--- src/rtl/idex_skid_stage_pkg.sv ---
// Shared ID/EX pipeline definitions: default widths, occupancy encoding
// and the skid-buffer next-state step used by idex_skid_stage.
package idex_skid_stage_pkg;

    localparam int unsigned IDEX_DATA_W = 128;
    localparam int unsigned IDEX_CTRL_W = 16;
    localparam int unsigned IDEX_ADDR_W = 14;
    localparam int unsigned IDEX_CNT_W  = 16;

    typedef enum logic [1:0] {
        OCC_EMPTY = 2'd0,
        OCC_ONE   = 2'd1,
        OCC_TWO   = 2'd2
    } occ_t;

    typedef enum logic [1:0] {
        MAIN_HOLD      = 2'd0,
        MAIN_FROM_IN   = 2'd1,
        MAIN_FROM_SKID = 2'd2,
        MAIN_CLEAR     = 2'd3
    } main_sel_t;

    typedef struct packed {
        occ_t      nxt;
        main_sel_t main_sel;
        logic      skid_load;
        logic      skid_clr;
    } skid_ctl_t;

    function automatic skid_ctl_t skid_step(
        input occ_t cur,
        input logic flush,
        input logic accept,
        input logic pop
    );
        skid_ctl_t c;
        c.nxt       = cur;
        c.main_sel  = MAIN_HOLD;
        c.skid_load = 1'b0;
        c.skid_clr  = 1'b0;
        if (flush) begin
            c.nxt      = OCC_EMPTY;
            c.main_sel = MAIN_CLEAR;
            c.skid_clr = 1'b1;
        end else begin
            unique case (cur)
                OCC_EMPTY: begin
                    if (accept) begin
                        c.nxt      = OCC_ONE;
                        c.main_sel = MAIN_FROM_IN;
                    end
                end
                OCC_ONE: begin
                    if (accept && pop) begin
                        c.main_sel = MAIN_FROM_IN;
                    end else if (accept) begin
                        c.nxt       = OCC_TWO;
                        c.skid_load = 1'b1;
                    end else if (pop) begin
                        c.nxt      = OCC_EMPTY;
                        c.main_sel = MAIN_CLEAR;
                    end
                end
                OCC_TWO: begin
                    if (pop) begin
                        c.nxt      = OCC_ONE;
                        c.main_sel = MAIN_FROM_SKID;
                        c.skid_clr = 1'b1;
                    end
                end
                default: begin
                    c.nxt      = OCC_EMPTY;
                    c.main_sel = MAIN_CLEAR;
                    c.skid_clr = 1'b1;
                end
            endcase
        end
        return c;
    endfunction

endpackage

--- src/rtl/pipe_reg_slot.sv ---
// One pipeline-register slot: ctrl/data/addr with load enable.
// Clearing zeroes only ctrl so a dead slot decodes as a NOP.
module pipe_reg_slot #(
    parameter int unsigned CTRL_W = 16,
    parameter int unsigned DATA_W = 128,
    parameter int unsigned ADDR_W = 14
) (
    input  logic              clk,
    input  logic              rst_n,
    input  logic              load,
    input  logic              clr_ctrl,
    input  logic [CTRL_W-1:0] ctrl_d,
    input  logic [DATA_W-1:0] data_d,
    input  logic [ADDR_W-1:0] addr_d,
    output logic [CTRL_W-1:0] ctrl_q,
    output logic [DATA_W-1:0] data_q,
    output logic [ADDR_W-1:0] addr_q
);

    always_ff @(posedge clk) begin
        if (!rst_n) begin
            ctrl_q <= '0;
            data_q <= '0;
            addr_q <= '0;
        end else if (load) begin
            ctrl_q <= ctrl_d;
            data_q <= data_d;
            addr_q <= addr_d;
        end else if (clr_ctrl) begin
            ctrl_q <= '0;
        end
    end

endmodule

--- src/rtl/idex_skid_stage.sv ---
// ID/EX pipeline register as a 2-entry skid buffer with registered
// in_ready_o, flush, NOP-on-empty ctrl and a saturating bubble counter.
module idex_skid_stage
    import idex_skid_stage_pkg::*;
#(
    parameter int unsigned DATA_W = IDEX_DATA_W,
    parameter int unsigned CTRL_W = IDEX_CTRL_W,
    parameter int unsigned ADDR_W = IDEX_ADDR_W,
    parameter int unsigned CNT_W  = IDEX_CNT_W
) (
    input  logic              clk,
    input  logic              rst_n,
    input  logic              flush_i,
    input  logic              in_valid_i,
    output logic              in_ready_o,
    input  logic [CTRL_W-1:0] in_ctrl_i,
    input  logic [DATA_W-1:0] in_data_i,
    input  logic [ADDR_W-1:0] in_addr_i,
    output logic              out_valid_o,
    input  logic              out_ready_i,
    output logic [CTRL_W-1:0] out_ctrl_o,
    output logic [DATA_W-1:0] out_data_o,
    output logic [ADDR_W-1:0] out_addr_o,
    output logic [CNT_W-1:0]  bubble_cnt_o
);

    occ_t             occ_q;
    logic             in_ready_q;
    logic [CNT_W-1:0] bubble_q;
    skid_ctl_t        ctl;

    logic accept;
    logic pop;
    logic bubble;

    logic              main_load;
    logic              main_clr;
    logic [CTRL_W-1:0] main_ctrl_d;
    logic [DATA_W-1:0] main_data_d;
    logic [ADDR_W-1:0] main_addr_d;

    logic [CTRL_W-1:0] skid_ctrl;
    logic [DATA_W-1:0] skid_data;
    logic [ADDR_W-1:0] skid_addr;

    assign out_valid_o  = (occ_q != OCC_EMPTY);
    assign in_ready_o   = in_ready_q;
    assign bubble_cnt_o = bubble_q;

    assign accept = in_valid_i & in_ready_q;
    assign pop    = out_valid_o & out_ready_i;
    assign bubble = out_ready_i & ~out_valid_o & ~flush_i;
    assign ctl    = skid_step(occ_q, flush_i, accept, pop);

    assign main_load = (ctl.main_sel == MAIN_FROM_IN) ||
                       (ctl.main_sel == MAIN_FROM_SKID);
    assign main_clr  = (ctl.main_sel == MAIN_CLEAR);

    always_comb begin
        main_ctrl_d = in_ctrl_i;
        main_data_d = in_data_i;
        main_addr_d = in_addr_i;
        if (ctl.main_sel == MAIN_FROM_SKID) begin
            main_ctrl_d = skid_ctrl;
            main_data_d = skid_data;
            main_addr_d = skid_addr;
        end
    end

    pipe_reg_slot #(
        .CTRL_W (CTRL_W),
        .DATA_W (DATA_W),
        .ADDR_W (ADDR_W)
    ) u_main (
        .clk      (clk),
        .rst_n    (rst_n),
        .load     (main_load),
        .clr_ctrl (main_clr),
        .ctrl_d   (main_ctrl_d),
        .data_d   (main_data_d),
        .addr_d   (main_addr_d),
        .ctrl_q   (out_ctrl_o),
        .data_q   (out_data_o),
        .addr_q   (out_addr_o)
    );

    pipe_reg_slot #(
        .CTRL_W (CTRL_W),
        .DATA_W (DATA_W),
        .ADDR_W (ADDR_W)
    ) u_skid (
        .clk      (clk),
        .rst_n    (rst_n),
        .load     (ctl.skid_load),
        .clr_ctrl (ctl.skid_clr),
        .ctrl_d   (in_ctrl_i),
        .data_d   (in_data_i),
        .addr_d   (in_addr_i),
        .ctrl_q   (skid_ctrl),
        .data_q   (skid_data),
        .addr_q   (skid_addr)
    );

    // in_ready is the registered image of the next occupancy
    always_ff @(posedge clk) begin
        if (!rst_n) begin
            occ_q      <= OCC_EMPTY;
            in_ready_q <= 1'b1;
            bubble_q   <= '0;
        end else begin
            occ_q      <= ctl.nxt;
            in_ready_q <= (ctl.nxt != OCC_TWO);
            if (bubble && (bubble_q != '1)) begin
                bubble_q <= bubble_q + CNT_W'(1);
            end
        end
    end

endmodule

--- config.mk ---
export PLATFORM = sky130hd
export DESIGN_NAME = idex_skid_stage
export DESIGN_NICKNAME = d
export VERILOG_FILES = /design/src/rtl/idex_skid_stage_pkg.sv /design/src/rtl/pipe_reg_slot.sv /design/src/rtl/idex_skid_stage.sv
export SDC_FILE = /design/constraint.sdc
export NUM_CORES = 1
export LEC_CHECK = 0
export CORE_ASPECT_RATIO = 0.6
export CORE_MARGIN = 10
export CORE_UTILIZATION = 49
export CTS_CLUSTER_DIAMETER = 100
export DETAILED_ROUTE_END_ITERATION = 8
export PLACE_DENSITY = 0.86
export SETUP_SLACK_MARGIN = 0.2
export SYNTH_ARGS = -nofsm -noshare
export SYNTH_HDL_FRONTEND = slang
export SYNTH_SLANG_ARGS = --single-unit
--- constraint.sdc ---
create_clock -name clk -period 3.1 [get_ports clk]
set_input_delay 0.465 -clock clk [delete_from_list [all_inputs] [get_ports clk]]
set_output_delay 0.465 -clock clk [all_outputs]
set_load 0.1 [all_outputs]
After elaboration in Yosys (flattened, before gate mapping)
Cells that the tools add are included.

Word-level logic and storage cells: 54. Input port bits: 163. Bits in registers: 335. Output and inout port bits: 176.

Muxes and demuxes: 23. Equality and inequality tests: 7. Bitwise logic cells: 6. Reduce and logical (&&, ||, !) cells: 8. Add/sub/neg operators: 1.

Operators with widths (number): 128-bit 2-to-1 mux (1); 16-bit 2-to-1 mux (5); 16-bit by 1-bit adder with 16-bit output, second input constant (1); 4-bit 2-to-1 mux (4); 16-bit inequality test, second input constant (1); 14-bit 2-to-1 mux (1); 4-bit case mux with 3 select lines (1); 2-bit 2-to-1 mux (4); 2-bit equality test, second input constant (3); 1-bit 2-to-1 mux (6); 2-bit nonzero test (3); 1-bit AND (4); 2-bit by 1-bit equality test with 1-bit output, second input constant (2); 1-bit logical AND (2); 2-bit logical NOT (1); 2-bit inequality test, second input constant (1); 1-bit NOT (2); 1-bit case mux with 2 select lines (1); 2-bit OR reduction (1); 1-bit logical OR (1).

Longest topological paths before layout
Depth in word-level cells: 10. Mapped depth: 13. Mapped depth without buffers: 9.

Cells and area by module
From an unflattened synthesis, not the netlist that was laid out.

Cell total of the unflattened synthesis: 1362. Area total of the unflattened synthesis: 15318.4 um^2.

Modules (own cells, without submodules): pipe_reg_slot (times used 2, area each 6195.9 um^2, cells each 529); idex_skid_stage (times used 1, area each 2926.6 um^2, cells each 304).

Worst setup path before layout
OpenSTA, ideal clock, no wires.

Kind: flip-flop to flip-flop. Start: register in_ready_q, in the netlist in_ready_o. End: register u_main.addr_q[0]. Cell stages (with the launch flop): 11. Arrival: 2.966 ns. Path buffers: 3. Setup time: 0.128 ns. Period minus slack after synthesis: 3.093 ns. Slack: 0.007 ns. Path through: dfxtp_1 -> nand2_1 -> a21o_1 -> a221o_1 -> ha_1 -> clkbuf_1 -> clkbuf_1 -> clkbuf_1 -> nor2_1 -> a21oi_1 -> nor2_1.

Longest elaborated chain between the ends: 7. Elaborated cells between the ends (all ways): 11. Those cells by class: 2 x eq/ne; 6 x mux; 1 x bitwise; 2 x reduce/logical.

Ends and longest elaborated chain: start, declared (line idex_skid_stage.sv:28) `logic in_ready_q;`; start signal, assigned (line idex_skid_stage.sv:112) `in_ready_q <= (ctl.nxt != OCC_TWO);`; 1-bit AND * (line idex_skid_stage.sv:50) `assign accept = in_valid_i & in_ready_q;`; 2-bit 2-to-1 mux / 1-bit logical AND (equally long branches) (line idex_skid_stage_pkg.sv:56, idex_skid_stage_pkg.sv:54); 2-bit 2-to-1 mux (line idex_skid_stage_pkg.sv:54) `if (accept && pop) begin`; 4-bit case mux with 3 select lines * (line idex_skid_stage_pkg.sv:46) `unique case (cur)`; 4-bit 2-to-1 mux * (line idex_skid_stage_pkg.sv:41) `if (flush) begin`; 2-bit equality test / 2-bit by 1-bit equality test with 1-bit output (equally long branches) (line idex_skid_stage.sv:56, idex_skid_stage.sv:63, idex_skid_stage.sv:55); 14-bit 2-to-1 mux / 1-bit logical OR (equally long branches) (line idex_skid_stage.sv:63, idex_skid_stage.sv:55); end signal, assigned (line pipe_reg_slot.sv:28) `addr_q <= addr_d;`; end, declared (line pipe_reg_slot.sv:17) `output logic [ADDR_W-1:0] addr_q`.

Mark *: on every way between the ends. The rest lies on a longest branch, timed or not. A chain may end at the register's enable or synchronous reset.

Worst setup path after layout
Start: register occ_q[1]. End: register u_main.data_q[37].

Longest elaborated chain between the ends: 9. Elaborated cells between the ends (all ways): 16. Those cells by class: 4 x eq/ne; 7 x mux; 1 x bitwise; 4 x reduce/logical.

Ends and longest elaborated chain: start, declared (line idex_skid_stage.sv:27) `occ_t occ_q;`; start signal, assigned (line idex_skid_stage.sv:111) `occ_q <= ctl.nxt;`; 2-bit nonzero test (line idex_skid_stage.sv:46) `assign out_valid_o = (occ_q != OCC_EMPTY);`; 1-bit AND (line idex_skid_stage.sv:51) `assign pop = out_valid_o & out_ready_i;`; 4-bit 2-to-1 mux (line idex_skid_stage_pkg.sv:59) `end else if (pop) begin`; 2-bit 2-to-1 mux (line idex_skid_stage_pkg.sv:56) `end else if (accept) begin`; 2-bit 2-to-1 mux (line idex_skid_stage_pkg.sv:54); 4-bit case mux with 3 select lines * (line idex_skid_stage_pkg.sv:46); 4-bit 2-to-1 mux * (line idex_skid_stage_pkg.sv:41); 2-bit equality test / 2-bit by 1-bit equality test with 1-bit output (equally long branches) (line idex_skid_stage.sv:56, idex_skid_stage.sv:63, idex_skid_stage.sv:55); 128-bit 2-to-1 mux / 1-bit logical OR (equally long branches) (line idex_skid_stage.sv:63, idex_skid_stage.sv:55); end signal, assigned (line pipe_reg_slot.sv:27) `data_q <= data_d;`; end, declared (line pipe_reg_slot.sv:16) `output logic [DATA_W-1:0] data_q,`.

Marks and branches as above.

==> metrics.md <==
| Metric | Value |
|---|---|
| Status | `finished clean` |
| Worst path max stage delay | `0.58 ns` |
| Placement Cell Area | `16,700 sq um` |
| Area growth syn-to-layout | `32.3%` |
| Final Routed Wirelength | `40,600 microns` |
| Top FF cell, synth | `dfxtp_1` |
| Period utilization | `0.857` |
| Via count | `around 12,000` |
| Htree depth | `1` |
| Max Cap Viol | `0` |
| Routing usage on met3 | `0.0560` |
| Share of cells above drive strength 1 | `0.146` |
| Maximum VDD drop | `0.000402 V` |
| Minimum clock period | `2.66 ns` |
| Num ports | `339` |
| Most used cell, CP | `nor2_1` |
| Post-synth top cells | `dfxtp_1, nor2_1, a21oi_1, nand2_1, mux2i_1` |
| Final hold violations | `0` |
| Clock Pin Slew Worst Setup and Hold Paths | `0.07 ns` |
| Sw power | `3.61 mW` |
| Maximum fanout along the worst path | `28` |
| Async SR Flop Fraction | `0` |
| WP buf/inv | `2` |
| CTS buffer count | `31` |
| HPWL after detailed placement | `27,800 microns` |
| Critical-path cell list | `and3b_1, nor2_1, a21oi_1, nor2_2, ha_4, buf_12, buf_12, mux2i_1, nor2_1, a21oi_1, nor2_1` |
| Fin nets | `2,082` |
| CP required | `3.54 ns` |
| Final number of setup-violating endpoints | `0` |
| Clock Latency Late Sink | `0.57 ns` |
| Pwr/cell area | `619 nW/um^2` |
| Setup bufs post-CTS | `0` |
| Tot GR Track Use | `0.221` |
| Vias in the first global route | `11,806` |
| Power Internal | `approximately 7.4 mW` |
| Setup CP Type | `flip-flop to flip-flop` |
| Seq cells post-synth | `335` |
| Initial Utilization | `0.503` |
| Gpl congestion | `0.828` |
| CP delay by family, top | `simple AND/OR/NAND/NOR gates` |
| Hold Path Class | `flip-flop to flip-flop` |
| Logic pwr share | `0.233` |
| Startpoint Class | `flip-flop` |
| FP Rows | `46` |
| Unrepaired setup endpoints after global routing | `false` |
| Distinct cell type count after synthesis | `40` |
| Largest net degree at the start of global routing | `122` |
| Leakage | `6.79 nW` |
| Die area | `34,700 sq um` |
| Clock sinks | `335` |
| Core Region | `26,700 sq um` |
| Slew headroom | `0.458` |
| Synth warn | `0` |
| Gr busiest metal | `met2` |
| Peak Freq | `376 MHz` |
| Fillers | `2,130` |
| CP Capture Type | `flip-flop` |
| CP arrival | `a little over 3 ns` |
| TritonRoute pass-1 iters | `5` |
| 1st-iter DRT viols | `roughly 900` |
| Post-CTS sizing | `0` |
| M1 GR Usage | `0.273` |
| Initial antenna violation count | `6` |
| Slowest cell on crit path | `dfxtp_1` |
| Leading cell type by number of instances after synthesis | `dfxtp_1` |
| Sequential area share after synthesis | `0.499` |
| Nets in the synthesized netlist | `1,809` |
| Port Buffer Count | `338` |
| Sw frac | `0.328` |
| GRT overflow | `0` |
| Final core occ | `0.666` |
| Grt met2 use | `0.372` |
| Die height | `between 100 and 150 microns` |
| CTS tree | `built` |
| Drt via density | `between 5 and 6` |
| Reg power frac | `0.418` |
| Cell area after synthesis | `13,400 sq um` |
| Root buffer cell | `clkbuf_16` |
| Worst-Margin Slew | `0.806 ns` |
| Max clock buf depth | `3` |
| Final slew viol count | `0` |
| Synth top area share | `0.499` |
| Syn_area_per_cell | `8.18 sq um` |
| Hold_buf cts | `0` |
| EDFF count, synth | `0` |
| First-pass GRT wire length | `between 60,000 and 70,000 microns` |
| Clock Skew | `0.0218 ns` |
| Synthesized instance count | `1,642` |
| Chip Width | `234 microns` |
| Clk pwr share | `0.350` |
| WL per Instance | `17.6 microns` |
| Min Hold Slack | `between 0.4 and 0.5 ns` |
| Synth area leaders | `dfxtp_1, a21oi_1, mux2i_1` |
| Routed Antenna Nets | `0` |
| DRC violations left | `0` |
| Yosys top cell by area | `dfxtp_1` |
| Final non-filler cell area | `17,800 sq um` |
through the flow:
stage	power, mW	setup slack (ns)	std cells	TNS [ns]
floorplan	6.51	0.371	1642	0
global placement	7.20	0.0594	2242	0
detailed placement	7.24	-0.0673	2242	-0.102
CTS	11.1	0.211	2296	0
global route	11.4	0.285	2302	0
finish	11.0	0.444	2303	0
state kept, by name (all words and copies together), names as in the netlist:
signal	cells
u_skid.addr_q	14
u_main.data_q	128
bubble_cnt_o	16
u_skid.data_q	128
occ_q	2
in_ready_o	1
u_main.addr_q	14
u_main.ctrl_q	16
u_skid.ctrl_q	16
cell type report:
| type | instances | area (sq um) | area share |
|---|---|---|---|
| antenna | 7 | 17.5 | 0.000985 |
| timing repair buffer | 368 | 3330 | 0.187 |
| multi-input combinational | 1174 | 6230 | 0.350 |
| clock inverter | 13 | 146 | 0.00823 |
| inverter | 5 | 26.3 | 0.00148 |
| tap | 360 | 450 | 0.0253 |
| sequential | 335 | 6710 | 0.377 |
| clock buffer | 41 | 873 | 0.0491 |
final timing paths:
| path | from | endpoint | slack, ns | depth (start not counted) |
|---|---|---|---|---|
| min reg2reg | u_skid.data_q[20]$_SDFFE_PN0P_ | u_skid.data_q[20]$_SDFFE_PN0P_ | 0.45 | 2 |
| min | u_skid.data_q[20]$_SDFFE_PN0P_ | u_skid.data_q[20]$_SDFFE_PN0P_ | 0.45 | 2 |
| max | occ_q[1]$_SDFF_PN0_ | u_main.data_q[37]$_SDFFE_PN0P_ | 0.44 | 11 |
| max reg2reg | occ_q[1]$_SDFF_PN0_ | u_main.data_q[37]$_SDFFE_PN0P_ | 0.44 | 11 |
worst min-delay path, cell delays in order (launching register included):
cell and delay (ns):
dfxtp_1 0.31, nand2_1 0.05, a21oi_1 0.05
kinds of logic (layout without fill, tap and decap cells):
family          count (synthesis)  in the layout  share of synthesized area
xor+xnor                        2              2                    0.00130
flops                         335            335                      0.499
other cells                     0              7                          0
fa+ha+maj                       4              4                    0.00372
buf+inv                       133            427                     0.0400
compound gates                347            347                      0.139
mux                           161            161                      0.121
simple gates                  660            660                      0.196
routing by layer:
layer,vias up,part of all wire
met5,-,0
met4,0,0.029
met3,69,0.073
met2,373,0.48
met1,5917,0.42
li1,6062,-
cell usage in the layout (no fill, tap or decap), types with 2 or more instances in the layout:
cell / count
dfxtp_1: 334
nor2_1: 320
a21oi_1: 298
nand2_1: 294
buf_4: 193
clkdlybuf4s50_1: 162
mux2i_1: 145
clkbuf_16: 31
mux2_2: 16
a22oi_1: 16
a32oi_1: 16
buf_12: 13
or3_1: 9
o21ai_0: 8
clkinv_2: 8
diode_2: 7
nand3_1: 6
clkbuf_8: 6
nand4_1: 5
o31ai_1: 4
or4_1: 4
clkbuf_1: 4
inv_1: 3
nand2b_1: 3
bufinv_16: 3
and3b_1: 2
nor2_2: 2
xnor2_1: 2
nor2b_1: 2
and4_1: 2
and3_1: 2
nor3_1: 2
ha_1: 2
ha_4: 2
power by group through the flow:
stage	clock, mW	combinational [mW]	sequential, mW
2_1_floorplan	0	0.663	5.85
3_5_place_dp	0	2.56	4.69
4_1_cts	3.92	2.57	4.60
5_1_grt	4.09	2.69	4.61
3_3_place_gp	0	2.52	4.68
6_report	3.85	2.57	4.60
No activity file was read; power rests on OpenSTA's default activity.
